## src/rtl/spi_controller_pkg.sv

```systemverilog
// spi_controller_pkg: shared types and constants for the SPI register-access
// controller.
//   state_t      - controller states (IDLE, SHIFT, HOLD, GAP)
//   FRAME_BITS   - serial frame length
//   ADDR_BITS    - register address width
//   DATA_BITS    - register data width
//   build_frame  - packs {rw, addr, data} into one frame; reads carry 0x00
package spi_controller_pkg;

  typedef enum logic [1:0] {
    IDLE  = 2'd0,
    SHIFT = 2'd1,
    HOLD  = 2'd2,
    GAP   = 2'd3
  } state_t;

  localparam int FRAME_BITS = 16;
  localparam int ADDR_BITS  = 7;
  localparam int DATA_BITS  = 8;

  function automatic logic [FRAME_BITS-1:0] build_frame(
    input logic                 rw,
    input logic [ADDR_BITS-1:0] addr,
    input logic [DATA_BITS-1:0] data
  );
    return {rw, addr, rw ? data : {DATA_BITS{1'b0}}};
  endfunction

endpackage

```

## src/rtl/spi_controller_sclk_gen.sv

```systemverilog
// spi_sclk_gen: serial-clock edge strobe generator.
// Produces single-cycle rise/fall strobes, alternating, one every CLK_DIV
// clk cycles while en is high. Counter and phase are held cleared while en
// is low, so every enable window starts with a full half-period and a rise.
//   clk, rst - clock, synchronous active-high reset
//   en       - run enable (high only while shifting)
//   rise     - strobe: SCLK goes high on the next clk edge
//   fall     - strobe: SCLK goes low on the next clk edge
module spi_sclk_gen
  import spi_controller_pkg::*;
#(
  parameter int CLK_DIV = 4
) (
  input  logic clk,
  input  logic rst,
  input  logic en,
  output logic rise,
  output logic fall
);

  localparam logic [7:0] TERM = 8'(CLK_DIV - 1);

  logic [7:0] cnt;
  logic       phase;
  logic       tick;

  // With CLK_DIV=1 TERM is 0: cnt stays at 0 and tick fires every cycle.
  assign tick = en && (cnt == TERM);
  assign rise = tick && !phase;
  assign fall = tick && phase;

  always_ff @(posedge clk) begin
    if (rst || !en) begin
      cnt   <= 8'd0;
      phase <= 1'b0;
    end else if (tick) begin
      cnt   <= 8'd0;
      phase <= ~phase;
    end else begin
      cnt   <= cnt + 8'd1;
    end
  end

endmodule

```

## src/rtl/spi_controller.sv

```systemverilog
// spi_controller: single-command SPI mode-0 register access controller.
// Sends a 16-bit frame {rw, addr[6:0], data[7:0]} MSB first, then holds
// ncs low for one more half-period, raises ncs and keeps it high for at
// least CS_GAP cycles before accepting the next command.
// Optional feature macro SPI_CONTROLLER_READBACK_EN: when defined, req_rw
// is honoured and cipo is sampled on each SCLK rise; a read frame returns
// the last 8 samples on rsp_data with rsp_valid pulsing alongside done.
// When undefined every frame is a write and the response outputs are 0.
//   clk, rst            - clock, synchronous active-high reset
//   req_valid/req_ready - command handshake
//   req_rw, req_addr, req_data - command fields, captured on accept
//   done                - one-cycle pulse when ncs rises
//   rsp_data, rsp_valid - read result and its qualifier
//   sclk, copi, ncs     - SPI outputs; cipo - SPI input
module spi_controller
  import spi_controller_pkg::*;
#(
  parameter int CLK_DIV = 4,
  parameter int CS_GAP  = 2
) (
  input  logic       clk,
  input  logic       rst,
  input  logic       req_valid,
  output logic       req_ready,
  input  logic       req_rw,
  input  logic [6:0] req_addr,
  input  logic [7:0] req_data,
  output logic       done,
  output logic [7:0] rsp_data,
  output logic       rsp_valid,
  output logic       sclk,
  output logic       copi,
  output logic       ncs,
  input  logic       cipo
);

  localparam logic [7:0] HOLD_END = 8'(CLK_DIV - 1);
  localparam logic [7:0] GAP_END  = 8'(CS_GAP - 1);

  state_t                  state;
  state_t                  next_state;
  logic [7:0]              cnt;
  logic [3:0]              bit_cnt;
  logic [FRAME_BITS-1:0]   sh;
  logic                    sclk_q;
  logic                    done_q;
  logic                    rise;
  logic                    fall;
  logic                    accept;
  logic                    last_fall;
  logic                    frame_end;
  logic                    rw_eff;

  assign accept    = req_ready && req_valid;
  assign last_fall = fall && (bit_cnt == 4'd15);
  assign frame_end = (state == HOLD) && (next_state == GAP);

  spi_sclk_gen #(.CLK_DIV(CLK_DIV)) u_sclk_gen (
    .clk  (clk),
    .rst  (rst),
    .en   (state == SHIFT),
    .rise (rise),
    .fall (fall)
  );

  // State register
  always_ff @(posedge clk) begin
    if (rst) state <= IDLE;
    else     state <= next_state;
  end

  // Next-state logic
  always_comb begin
    next_state = state;
    case (state)
      IDLE:    if (req_valid)       next_state = SHIFT;
      SHIFT:   if (last_fall)       next_state = HOLD;
      HOLD:    if (cnt == HOLD_END) next_state = GAP;
      GAP:     if (cnt == GAP_END)  next_state = IDLE;
      default:                      next_state = IDLE;
    endcase
  end

  // Output logic
  always_comb begin
    req_ready = (state == IDLE) && !rst;
    ncs       = !((state == SHIFT) || (state == HOLD));
    sclk      = sclk_q;
    copi      = (state == SHIFT) && sh[FRAME_BITS-1];
    done      = done_q;
  end

  // Control registers; cnt restarts at 0 on every state change so it
  // measures the time spent in HOLD and GAP.
  always_ff @(posedge clk) begin
    if (rst) begin
      cnt     <= 8'd0;
      bit_cnt <= 4'd0;
      sclk_q  <= 1'b0;
      done_q  <= 1'b0;
    end else begin
      cnt     <= ((state == IDLE) || (next_state != state)) ? 8'd0 : cnt + 8'd1;
      if (accept)    bit_cnt <= 4'd0;
      else if (fall) bit_cnt <= bit_cnt + 4'd1;
      sclk_q  <= (state == SHIFT) && (rise || (sclk_q && !fall));
      done_q  <= frame_end;
    end
  end

  // Transmit shift register; zeros fill in behind the frame.
  always_ff @(posedge clk) begin
    if (accept)    sh <= build_frame(rw_eff, req_addr, req_data);
    else if (fall) sh <= {sh[FRAME_BITS-2:0], 1'b0};
  end

`ifdef SPI_CONTROLLER_READBACK_EN
  logic [DATA_BITS-1:0] rx;
  logic [DATA_BITS-1:0] rsp_q;
  logic                 rsp_valid_q;
  logic                 is_read;

  assign rw_eff = req_rw;

  always_ff @(posedge clk) begin
    if (accept) is_read <= !req_rw;
    if (rise)   rx      <= {rx[DATA_BITS-2:0], cipo};
  end

  always_ff @(posedge clk) begin
    if (rst) begin
      rsp_valid_q <= 1'b0;
      rsp_q       <= '0;
    end else begin
      rsp_valid_q <= frame_end && is_read;
      if (frame_end && is_read) rsp_q <= rx;
    end
  end

  assign rsp_data  = rsp_q;
  assign rsp_valid = rsp_valid_q;
`else
  logic unused_inputs;

  assign rw_eff        = 1'b1;
  assign rsp_data      = '0;
  assign rsp_valid     = 1'b0;
  assign unused_inputs = ^{cipo, req_rw};
`endif

endmodule
```

## config.mk

```make
export PLATFORM = sky130hd
export DESIGN_NAME = spi_controller
export DESIGN_NICKNAME = d
export VERILOG_FILES = /design/src/rtl/spi_controller_pkg.sv /design/src/rtl/spi_controller_sclk_gen.sv /design/src/rtl/spi_controller.sv
export SDC_FILE = /design/constraint.sdc
export NUM_CORES = 1
export LEC_CHECK = 0
export CAP_MARGIN = 20
export CORE_UTILIZATION = 53
export CTS_CLUSTER_DIAMETER = 30
export DETAILED_ROUTE_END_ITERATION = 10
export PLACE_DENSITY = 0.78
export SKIP_CTS_REPAIR_TIMING = 1
export SLEW_MARGIN = 20
export SYNTH_ARGS = -nofsm -noshare
export SYNTH_HDL_FRONTEND = slang
export SYNTH_HIERARCHICAL = 1
export SYNTH_SLANG_ARGS = --single-unit
```

## constraint.sdc

```tcl
create_clock -name clk -period 3 [get_ports clk]
set_input_delay 0.45 -clock clk [delete_from_list [all_inputs] [get_ports clk]]
set_output_delay 0.45 -clock clk [all_outputs]
set_load 0.02 [all_outputs]
```

==> metrics.md, run 1 <==
| Metric | Value |
|---|---|
| Mux contribution to synthesized area | `0.00973` |
| Routability cong. | `0.801` |
| Sequential share of the synthesized area | `0.472` |
| XOR/XNOR Fraction of Synth Area | `0.0511` |
| Post-place instance area | `2310 um2` |
| Hold path startpoint | `sh[15]` |
| Worst-path maximum fanout | `6` |
| RSZ-0062 raised after global routing | `no` |
| Area leader, netlist | `dfxtp_1` |
| Most numerous cell in the Yosys netlist | `nand2_1` |
| Adder-cell share of the synthesized area | `0.0547` |
| Slew margin rel. | `0.561` |
| Clk Latency, worst-skew pair | `0.30 ns` |
| CP arrival | `2.02 ns` |
| Final #Nets | `271` |
| Die width | `64.3 um` |
| First DRT Iteration DRCs | `41` |
| Sink Count | `41` |
| Largest family of logic cells by synthesized area | `simple AND/OR/NAND/NOR gates` |
| Peak supply drop | `0.321 mV` |
| Dominant synthesized flop cell | `dfxtp_1` |
| Critical path class | `register to output port` |
| Slew @ Worst Pin | `0.658 ns` |
| DP HPWL | `2650 um` |
| Top post-synthesis cells by area | `dfxtp_1 25%, edfxtp_1 22%, nand2_1 8.9%, ha_1 5.5%, xor2_1 3.8%` |
| Outcome | `finished, final reports clean` |
| Final slew viol count | `0` |
| Worst Setup SP | `state[0]` |
| Count of buffers from port buffering | `22` |
| Yosys reg bits | `41` |
| Die Span Y | `64.3 um` |
| Setup_tns | `0 ns` |
| Placed cells | `283` |
| Synth cell count leaders | `49 x nand2_1, 26 x dfxtp_1, 15 x edfxtp_1` |
| Tmin final | `2.47 ns` |
| CTS root buffer | `clkbuf_8` |
| Via count | `1478` |
| Reg-to-reg startpoint | `state[1]` |
| CTS buffer count | `5` |
| Power per cell area | `511 nW/um2` |
| Post-synth ARST share | `0` |
| Worst-path clk slew | `0.08 ns` |
| Share of layout cells above drive strength 1 | `0.107` |
| # setup viols final | `0` |
| Area fraction in compound gates after synthesis | `0.0827` |
| Max_cap viols | `0` |
| # fillers | `320` |
| Initial Utilization | `0.558` |
| CP Capture Type | `output port` |
| Yosys top cell area share | `0.253` |
| Post-route cell area | `2440 um2` |
| Layout Area Growth over Synthesis | `18.6%` |
| Initial antenna violation count | `0` |
| Core area | `3690 um2` |
| H-Tree Depth | `2` |
| Syn Std Cell Area | `2060 um2` |
| Max Clk Rate | `405 MHz` |
| Vias in the first global route | `1365` |
| Vias per inst | `5.08` |
| Row count | `22` |
| Lkg Pwr | `0.958 nW` |
| Synthesized instance count | `214` |
| Worst hold path class | `register to register` |
| DR pass1 iterations | `4` |
| Pwr Total | `0.00125 W` |
| Antenna diodes | `0` |
| DRC Markers | `0` |
| CTS Buffer Depth | `2` |
| Final hold viol count | `0` |
| First-pass GRT wire length | `6200 um` |
| Req. time, crit path | `2.55 ns` |
| Yosys warns | `6` |
| Simple-Gate Fraction of Synth Area | `0.266` |
| I/O pin count | `34` |
| WL final | `3780 um` |
| Global Route Usage Sum | `0.203` |
| GR Overflow Total | `0` |
| Wire per inst | `13.0 um` |
| Final Cycle Share | `0.823` |
| Post-Layout Cell Count | `291` |
| Startpoint types | `register` |
| Distinct cells, synth | `43` |
| CTS tree | `yes` |
| Avg Inst Size Synth | `9.62 um2` |
| Pin count of the biggest net entering global routing | `19` |
| Post-synth EDFFs | `15` |
| Layout Skew | `0.00638 ns` |
| Die Footprint | `4140 um2` |
| Routed Antenna Nets | `0` |
[metrics by stage]
stage	worst slack [ns]	hold WS (ns)	utilization
after floorplan	0.750	0.433	-
after global placement	0.765	0.444	0.627
after detailed placement	0.719	0.448	0.627
after CTS	0.526	0.470	0.662
after global routing	0.441	0.508	0.662
final	0.531	0.467	0.662
[registers in the layout (all words and copies together) (netlist names)]
signal	count
sh	16
u_sclk_gen/cnt	8
state	2
sclk	1
u_sclk_gen/phase	1
cnt	8
bit_cnt	4
done	1
[cell families after synthesis]
family | count (synthesis)
xor gates and xnor gates | 12
AOI/OAI and AO/OA | 20
other | 1
muxes | 2
buffers and inverters | 23
DFF | 41
adders and majority gates | 9
and+or+nand+nor | 106
[layout by cell type, fill, tap and decap left out, types with 4 or more instances in the layout]
cell,netlist,layout
nand3_1,11,11
buf_4,10,5
and3_1,4,4
clkdlybuf4s50_1,0,22
xor2_1,9,9
ha_1,9,9
conb_1,1,9
dfxtp_1,26,26
clkbuf_8,0,5
nor2_1,8,8
inv_1,9,9
a21oi_1,4,4
nor3_1,13,13
nand2_1,49,49
o21ai_0,4,4
edfxtp_1,15,15
[worst max-delay path, stage by stage, from the launching register on]
cell	delay, ns
dfxtp_1	0.37
inv_1	0.18
ha_1	0.19
nor2b_1	0.31
clkdlybuf4s50_1	0.67
[metal layers]
metal / wire (um) / track usage / vias to the layer above
li1: - / - / 781
met1: 1800 / 0.255 / 663
met2: 1780 / 0.329 / 28
met3: 132 / 0.0446 / 6
met4: 72 / 0.100 / 0
met5: 0 / 0 / -
[final timing paths]
| path | endpoint | slack, ns | depth (start not counted) |
|---|---|---|---|
| setup / recovery | req_ready | 0.53 | 4 |
| hold / removal | sh[15] | 0.47 | 2 |
| setup reg to reg | cnt[7] | 0.71 | 8 |
| hold reg to reg | sh[15] | 0.47 | 2 |
[layout make-up]
class	count	area, um2	share of cell area
Clock inverter	2	35.0	0.0144
Sequential cell	41	971	0.398
Inverter	9	33.8	0.0138
Timing Repair Buffer	27	258	0.106
Clock buffer	6	93.8	0.0384
Multi-Input combinational cell	158	990	0.405
Tap cell	48	60.1	0.0246
[report_power, final]
part           internal (W)  total (W)  switching [W]
logic             0.0000619   0.000146      0.0000842
clock network      0.000297   0.000496       0.000198
registers          0.000597   0.000606     0.00000894
No activity file was read; power rests on OpenSTA's default activity.
==> inputs of run 2 (changes only) <==
- CORE_UTILIZATION: 53 -> 47
- PLACE_DENSITY: 0.78 -> 0.74
- clock period: 3 -> 2.1 ns (I/O delays scaled with it)
==> metrics.md, run 2 (synthesized netlist as in run 1, its figures left out) <==
| Metric | Value |
|---|---|
| Final hold viol count | `0 (unchanged)` |
| First DRT Iteration DRCs | `71 (+73%)` |
| # fillers | `361 (+13%)` |
| Slowest-stage cell, CP | `clkdlybuf4s50_1` |
| CTS Buffer Depth | `2 (unchanged)` |
| Clk Latency, worst-skew pair | `0.29 ns (about the same)` |
| Outcome | `finished, final reports clean` |
| Register bank with the most flops | `sh` |
| Req. time, crit path | `1.78 ns (-0.77 ns)` |
| Startpoint types | `register` |
| Global Route Usage Sum | `0.171 (-0.0327)` |
| # setup viols final | `0 (unchanged)` |
| WL final | `3490 um (-7.6%)` |
| Layout Skew | `0.00671 ns (+0.000332 ns)` |
| DP HPWL | `2490 um (-6.2%)` |
| Routability cong. | `0.929 (+16%)` |
| Hold_ws | `0.495 ns (+0.0284 ns)` |
| Final #Nets | `277 (+2.2%)` |
| Final slew viol count | `0 (unchanged)` |
| DR pass1 iterations | `4 (unchanged)` |
| DRC Markers | `0 (unchanged)` |
| Area occupied by multi-input gates | `1020 um2 (+3.5%)` |
| Final Cycle Share | `0.961` |
| Wire per inst | `11.7 um (-10%)` |
| Pwr Total | `0.00156 W (+25%)` |
| CTS root buffer | `clkbuf_8` |
| Lkg Pwr | `0.983 nW (+2.6%)` |
| Row count | `23 (+4.5%)` |
| Kind of cell adding the most delay to the critical path | `buffers and inverters` |
| Peak supply drop | `0.316 mV (-1.6%)` |
| Pin count of the biggest net entering global routing | `19 (unchanged)` |
| Slew margin rel. | `0.609 (+0.0477)` |
| CP Cell Sequence | `inv_2 -> ha_4 -> buf_4 -> and2_1 -> clkdlybuf4s50_1` |
| First-pass GRT wire length | `5710 um (-7.8%)` |
| Slew @ Worst Pin | `0.587 ns (-0.0715 ns)` |
| Antenna diodes | `0 (unchanged)` |
| Routed Antenna Nets | `0 (unchanged)` |
| CP Buf/Inv Count | `3 (+1)` |
| Post-Layout Cell Count | `299 (+2.7%)` |
| Vias in the first global route | `1331 (-2.5%)` |
| Commonest non-fill, non-tap cell in the layout | `nand2_1` |
| Die Span Y | `68.2 um (+6.0%)` |
| Critical path class | `register to output port` |
| H-Tree Depth | `2 (unchanged)` |
| Largest stage delay, worst path | `0.59 ns (-0.08 ns)` |
| Most frequent cells in the layout | `48 x nand2_1, 25 x dfxtp_1, 20 x clkdlybuf4s50_1` |
| Layout Area Growth over Synthesis | `20.6%` |
| Via count | `1499 (+1.4%)` |
| CTS buffer count | `5 (unchanged)` |
| Count of buffers from port buffering | `22 (unchanged)` |
| Max FFs per register | `16 (unchanged)` |
| Placed cells | `291 (+2.8%)` |
| Worst-path clk slew | `0.07 ns (about the same)` |
| Regs by FF count | `sh x16, cnt x8, u_sclk_gen/cnt x8` |
| FF/Latch Area | `972 um2 (+0.13%)` |
| Max_cap viols | `0 (unchanged)` |
| Worst hold path class | `register to register` |
| Vias per inst | `5.01 (-1.3%)` |
| Die Footprint | `4650 um2 (+12%)` |
| Final Core Density | `0.603 (-0.0586)` |
| CP arrival | `1.70 ns (-0.32 ns)` |
| CP Capture Type | `output port` |
| Die width | `68.2 um (+6.0%)` |
| CTS tree | `yes` |
| Tmin final | `2.02 ns` |
| Power per cell area | `627 nW/um2 (+23%)` |
| Initial Utilization | `0.500 (-0.0579)` |
| Initial antenna violation count | `0 (unchanged)` |
| Worst-path maximum fanout | `7 (+1)` |
| Share of layout cells above drive strength 1 | `0.141 (+0.0336)` |
| Setup_tns | `0 ns (unchanged)` |
| Core area | `4120 um2 (+12%)` |
| GR Overflow Total | `0 (unchanged)` |
| Sink Count | `41 (unchanged)` |
| Max Clk Rate | `496 MHz` |
| I/O pin count | `34 (unchanged)` |
run 2: cell types whose count changed in the layout (fill, tap and decap cells not counted), moves of 2 or more:
cell	change
buf_4	+6
clkdlybuf4s50_1	-2
clkinv_1	+2
dlymetal6s2s_1	+2
ha_1	-2
nor4b_2	-2
nor4b_4	+2
run 2: path summary, 6_finish.rpt:
| kind | startpoint | to | slack, ns | depth (start not counted) |
|---|---|---|---|---|
| max | state[1] | copi | 0.08 | 5 |
| min | sh[15] | sh[15] | 0.50 | 2 |
| max reg2reg | state[1] | cnt[5] | 0.12 | 9 |
| min reg2reg | sh[15] | sh[15] | 0.50 | 2 |
run 2: stage by stage:
stage	area (um2)	setup WS, ns
floorplan	2110	-0.0266
CTS	2460	-0.214
finish	2480	0.0821
global route	2480	-0.00142
global placement	2380	0.104
detailed placement	2380	0.0668
run 2: area by class of cell:
class,count,share of cell area
multi-input cells,158,0.413
clock buffers,5,0.0277
inverters,9,0.0136
clock inverters,3,0.00504
repair buffers,33,0.124
well taps,50,0.0252
flip-flops and latches,41,0.392
run 2: layer usage:
layer,vias to the layer above,part of all wire,global-route usage
met2,36,0.44,0.276
met1,673,0.50,0.212
met3,6,0.048,0.0533
met5,-,0,0
li1,784,-,-
met4,0,0.015,0.0651
run 2: worst reg2reg max path, stage by stage, from the launching register on:
cell and delay, ns:
dfxtp_1 0.32, inv_2 0.10, ha_4 0.13, nor4b_4 0.25, and3_1 0.23, and4_4 0.25, a31oi_2 0.12, o221ai_2 0.20
buf_4 0.19, nor3_1 0.06
run 2: power by group:
part           total, W  leakage [nW]  internal (W)  switching, W
logic          0.000215         0.590     0.0000949      0.000120
clock network  0.000476        0.0430      0.000223      0.000253
registers      0.000865         0.350      0.000853     0.0000116
